### config.mk
export PLATFORM = sky130hd
export DESIGN_NAME = wash_phase_timer
export DESIGN_NICKNAME = d
export VERILOG_FILES = /design/src/rtl/wash_phase_timer.sv
export SDC_FILE = /design/constraint.sdc
export NUM_CORES = 1
export LEC_CHECK = 0
export ABC_CLOCK_PERIOD_IN_PS = 3900
export CAP_MARGIN = 20
export CORE_MARGIN = 4
export CORE_UTILIZATION = 54
export DETAILED_ROUTE_END_ITERATION = 10
export GPL_TIMING_DRIVEN = 0
export PLACE_DENSITY = 0.95
export SETUP_SLACK_MARGIN = 0.02
export SLEW_MARGIN = 10
export SYNTH_ARGS = -nofsm -noshare
export SYNTH_HDL_FRONTEND = slang
export SYNTH_SLANG_ARGS = --single-unit
### constraint.sdc
create_clock -name clk -period 3.9 [get_ports clk]
set_clock_uncertainty 0.2 [all_clocks]
set_input_delay 1.17 -clock clk [delete_from_list [all_inputs] [get_ports clk]]
set_output_delay 1.17 -clock clk [all_outputs]
set_load 0.02 [all_outputs]
### src/rtl/wash_phase_timer.sv
// Phase countdown timer for the washing-machine controller: load, pause, abort,
// remaining-time readback and an agitation-direction square wave from elapsed ticks.
//
// state  | meaning
// IDLE   | no phase active, remaining held at 0
// RUN    | counting prescaled ticks down toward expiry
// PAUSED | phase frozen by hold; prescaler/remaining/elapsed kept
module wash_phase_timer #(
   parameter int WIDTH    = 32,
   parameter int PRESCALE = 1,
   parameter int DIR_BIT  = 20
) (
   input  logic             clk,
   input  logic             reset,
   input  logic             timer_start,
   input  logic [WIDTH-1:0] timer_value,
   input  logic             hold,
   input  logic             abort,
   output logic             timer_done,
   output logic             busy,
   output logic [WIDTH-1:0] remaining,
   output logic             agitate_dir
);

   localparam int PW = (PRESCALE > 1) ? $clog2(PRESCALE) : 1;

   typedef enum logic [1:0] {
      IDLE   = 2'd0,
      RUN    = 2'd1,
      PAUSED = 2'd2
   } state_t;

   state_t           state;
   logic [PW-1:0]    prescaler;
   logic [WIDTH-1:0] elapsed;
   logic [WIDTH-1:0] elapsed_inc;
   logic             tick;

   assign elapsed_inc = elapsed + WIDTH'(1);
   assign tick        = (prescaler == PW'(PRESCALE - 1));

   always_ff @(posedge clk) begin
      if (reset) begin
         state       <= IDLE;
         prescaler   <= '0;
         elapsed     <= '0;
         remaining   <= '0;
         timer_done  <= 1'b0;
         busy        <= 1'b0;
         agitate_dir <= 1'b0;
      end else begin
         timer_done <= 1'b0;
         if (abort) begin
            state       <= IDLE;
            prescaler   <= '0;
            elapsed     <= '0;
            remaining   <= '0;
            busy        <= 1'b0;
            agitate_dir <= 1'b0;
         end else if (timer_start) begin
            prescaler   <= '0;
            elapsed     <= '0;
            remaining   <= timer_value;
            agitate_dir <= 1'b0;
            if (timer_value == '0) begin
               state      <= IDLE;
               busy       <= 1'b0;
               timer_done <= 1'b1;
            end else begin
               state <= hold ? PAUSED : RUN;
               busy  <= 1'b1;
            end
         end else begin
            case (state)
               RUN, PAUSED: begin
                  if (hold) begin
                     state <= PAUSED;
                  end else begin
                     // The un-pausing edge counts too, so a pause costs exactly its own length.
                     state <= RUN;
                     if (tick) begin
                        prescaler   <= '0;
                        remaining   <= remaining - WIDTH'(1);
                        elapsed     <= elapsed_inc;
                        agitate_dir <= elapsed_inc[DIR_BIT];
                        if (remaining == WIDTH'(1)) begin
                           state      <= IDLE;
                           busy       <= 1'b0;
                           timer_done <= 1'b1;
                        end
                     end else begin
                        prescaler <= prescaler + PW'(1);
                     end
                  end
               end
               default: begin
                  state <= IDLE;
               end
            endcase
         end
      end
   end

endmodule

Yosys cells after proc, flatten, opt, wreduce, memory -nomap -nowiden
Cells that the tools add are included.

Register bits: 70. Latch bits: 0. Memory bits (writable): 0. ROM bits: 0. Bits of input ports: 37. Output and inout bits: 35. Logic and storage cells: 51. Memories kept: 0.

Add/sub/neg operators: 3. Multipliers: 0. Div/mod/pow operators: 0. Order comparisons: 0. Eq/ne operators: 5. Shifts and indexed selects: 0. Multiplexer cells: 24. Bitwise operators: 2. Reductions and logical operators: 10.

Operator list (count): two-way mux 32 bit (4); adder 32 x 1 -> 32 bit, second input constant (1); equality test 32 x 1 -> 1 bit, second input constant (1); zero test 32 bit (1); subtractor 32 x 1 -> 32 bit, second input constant (1); two-way mux 1 bit (15); two-way mux 2 bit (5); AND reduction 3 bit (2); inequality test 2 bit, second input constant (2); AND reduction 4 bit (1); nonzero test 2 bit (2); OR reduction 2 bit (2); OR reduction 3 bit (1); equality test 2 x 1 -> 1 bit, second input constant (1); equality test 2 bit, second input constant (1); inverter 1 bit (2); AND reduction 2 bit (1); adder 1 bit, second input constant (1).

Longest topological paths before layout
Depth in word-level cells: 6. Gate-level depth with buffers: 7. Mapped depth without buffers: 6.

Least setup slack after synthesis
No wires, ideal clock.

Path kind: input -> register. Start: input hold. End: register remaining[29]. Setup time: 0.123 ns. Data arrival time: 2.305 ns. Required time: 3.577 ns. Path slack: 1.272 ns. Cell stages on the path: 5. Path buffers: 0. Path through: nor3_1 nand4_1 nor4_1 nand3_1 nor3b_2.

Longest elaborated chain between the ends: 2.

RTL lines: from (decl) (RTL line 17) `input logic hold,`; inequality test 2 bit (no line); AND reduction 3 bit (no line); to (signal assigned) (RTL line 63) `remaining <= timer_value;`; to (signal assigned) (RTL line 83) `remaining <= remaining - WIDTH'(1);`; to (decl) (RTL line 21) `output logic [WIDTH-1:0] remaining,`.

No other way between the ends. A chain may end at the register's enable or synchronous reset.

Worst setup path in the final report
Start: input hold. End: register remaining[31].

The elaborated chain is that of the path after synthesis.

==> results.yml <==
status:
  status: "finished, final reports clean"
grt:
  grt_pass1_vias: 3273
  antenna_found_initial: 0
  grt_first_pass_wirelength_mm: 15.21
  grt_usage_pct: 26.60
  overflow: 0
  grt_max_degree: 11
critical_path:
  crit_chain: "clkdlybuf4s50_1 > nor3_1 > nand4_1 > nor4_1 > nand3_1 > nor3b_2"
  startpoint_type: "input port"
  crit_fanout: 7
  worstPathRequired_ns: 3.92
  end_kind: "flop"
  worstPathArrival_ns: 3.24
  reg2reg_to: "busy"
  r2r_slack_ns: 1.58
  rr_worst_depth: 5
  worstReg2RegStart: "remaining[11]"
  crit_start: "hold"
  worstSetupEndpoint: "remaining[31]"
  slowest_delay_ns: 0.58
  worstSetupPathType: "in -> reg"
  slowest_stage: "clkdlybuf4s50_1"
placement:
  port_buffers: 70
  placed_area_sq_um: 3906
  dp_slack_ns: 0.3981
  place_congestion: 0.8904
  dp_hpwl_mm: 6.742
synthesis:
  synth_area_sq_um: 3115
  synth_fp_nets: 402
  synthXorXnorAreaFrac_pct: 12.89
  synth_top_area_cell: "dfxtp_1"
  synth.area.top_cells: "dfxtp_1, xnor2_1, nor4_2, a21oi_1, nor2_1"
  synth_compound_area_share_pct: 11.61
  synthMuxAreaShare_pct: 0
  netlist_instances: 362
  yosys_warnings: 0
  synth_top_cell_area_share_pct: 36.63
  synth_fa_ha_area_share_pct: 1.205
  synth.ff_latch_count: 57
  syn_avg_cell_area_sq_um: 8.606
  ys_types: 43
  yosysSeqAreaShare_pct: 36.63
  synth_top_family_by_area: "simple AND/OR/NAND/NOR gates"
  synth-simple-area-share_pct: 33.82
cells_and_area:
  syn2layout_area_growth_pct: 31.16
  layout_commonest_cell: "clkdlybuf4s50_1"
  finalNetCount: 483
  fillers: 418
  utilization_pct: 73.76
  final_cell_area_sq_um: 4086
  drive_gt1_share_pct: 9.620
  regArea_sq_um: 1141
  antenna_cells: 0
  final_cell_mix: "clkdlybuf4s50_1, dfxtp_1, xnor2_1"
  multi_input_area_sq_um: 1854
floorplanning:
  io_pins: 72
  initial_core_util_pct: 56.23
  num_rows: 27
  die_w_um: 83.96
  dieArea_sq_um: 7048
  core_area_sq_um: 5540
  fp.dieH_um: 83.96
drt:
  wl_per_cell_um: 17.69
  postRouteAntennaNets: 0
  num_vias: 3181
  drc: 0
  wl_mm: 9.183
  vias_per_cell: 6.129
  drt_iter0_drc: 165
  drt-pass1-iter-count: 5
timing:
  final-hold-violation-count: 0
  fmax_mhz: 310.5
  min_period_over_period_pct: 82.59
  relSlewSlack_pct: 57.03
  max_slew.worst_pin.slew_ns: 0.6396
  finalSetupTns_ns: 0
  min_period_ns: 3.221
  slew_violations: 0
  rsz0062_at_grt: "no"
  setup_ws_ns: 0.6789
  setup_viol: 0
  hold_ws_ns: 0.2944
power_and_ir_drop:
  seq_power_share_pct: 45.3
  ir_worst_vdd_v: 0.0002303
  comb_power_share_pct: 17.9
  pwr-share-clk_pct: 36.8
  internal_power_w: 0.0009808
  power_density_nw_per_um2: 336.0
  netSwitchingPower_w: 0.0003925
  power.leakage_nw: 1.274
  swShare_pct: 28.58
cts:
  clk_pin_slew_worst_paths_ns: 0.06
  cts_buffers: 9
  max-clock-path-buffers: 2
  ctsResizeCount: 0
  cts_hold_buf: 0
  htreeDepth: 3
  insertion_delay_ns: 0.33
  postCtsSetupRepairBufs: 0
  cts_tree: "done"
  root_buffer: "clkbuf_8"
  clock-sinks: 57
min_path:
  hp-class: "reg -> reg"
job:
  drv_cap: 0
## through the flow
step | std cells | total power, W
2_1_floorplan | 362 | 0.0007691
3_3_place_gp | 504 | 0.0008655
3_5_place_dp | 504 | 0.0008732
4_1_cts | 519 | 0.001370
5_1_grt | 519 | 0.001421
6_report | 519 | 0.001373
## critical path: cells and delay by family
kind	cells	cell delay, ns
buffers and inverters	1	0.58
and+or+nand+nor	5	1.48
## metal layers
layer / GRT usage (%) / part of all wire [%] / vias to the layer above
met5: 0 / 0 / -
met4: 16.23 / 4.5 / 0
met3: 5.133 / 6.6 / 35
met2: 45.70 / 50 / 155
met1: 30.20 / 39 / 1524
li1: - / - / 1467
## kinds of logic after synthesis
group	after synthesis
xor+xnor	45
simple gates	164
fa+ha+maj	3
buf+inv	28
flops	57
compound gates	65
## worst min path at each step
stage / from / endpoint / slack (ns) / depth (start not counted)
6_report: elapsed[20] / elapsed[20] / 0.29 / 2
5_1_grt: elapsed[20] / elapsed[20] / 0.33 / 2
4_1_cts: elapsed[20] / elapsed[20] / 0.31 / 2
3_5_place_dp: elapsed[20] / elapsed[20] / 0.30 / 2
3_3_place_gp: elapsed[20] / elapsed[20] / 0.27 / 2
2_1_floorplan: elapsed[1] / elapsed[1] / 0.27 / 2
## registers in the layout (all words and copies together) (netlist names)
register	count
busy	1
state	2
elapsed	21
timer_done	1
remaining	32
## cells in the mapped netlist (all sizes together)
master and number:
nor2 36, xnor2 37, dfxtp 57, nor3b 3, o21ai 27, a211oi 2, o21a 1, nor3 19
xor2 8, a2111o 1, o2111a 1, nand4b 2, or3 6, a21o 1, ha 3, a21oi 27
nand2b 2, or2 1, nand4 11, o211a 1, o211ai 1, nor4b 1, clkbuf 12, nand2 22
buf 7, and3 3, a31oi 1, nand3 22, inv 9, and4 3, nor4 33, o31ai 2
## area by class of cell
type | instances | area share, %
Timing Repair Buffer | 70 | 17.15
Clock inverter | 3 | 0.3674
Inverter | 9 | 0.8267
Multi-Input combinational cell | 277 | 45.38
Buffer | 19 | 2.113
Tap cell | 72 | 2.205
Sequential cell | 57 | 27.92
Clock buffer | 12 | 4.042
## power by group through the flow
stage / registers, W / logic (W) / clock network, W
after floorplan: 0.000647 / 0.000122 / 0
after global placement: 0.000633 / 0.000233 / 0
after detailed placement: 0.000633 / 0.000240 / 0
after CTS: 0.000621 / 0.000243 / 0.000506
after global routing: 0.000624 / 0.000262 / 0.000536
final: 0.000622 / 0.000246 / 0.000506
(Power assumes the default switching activity.)
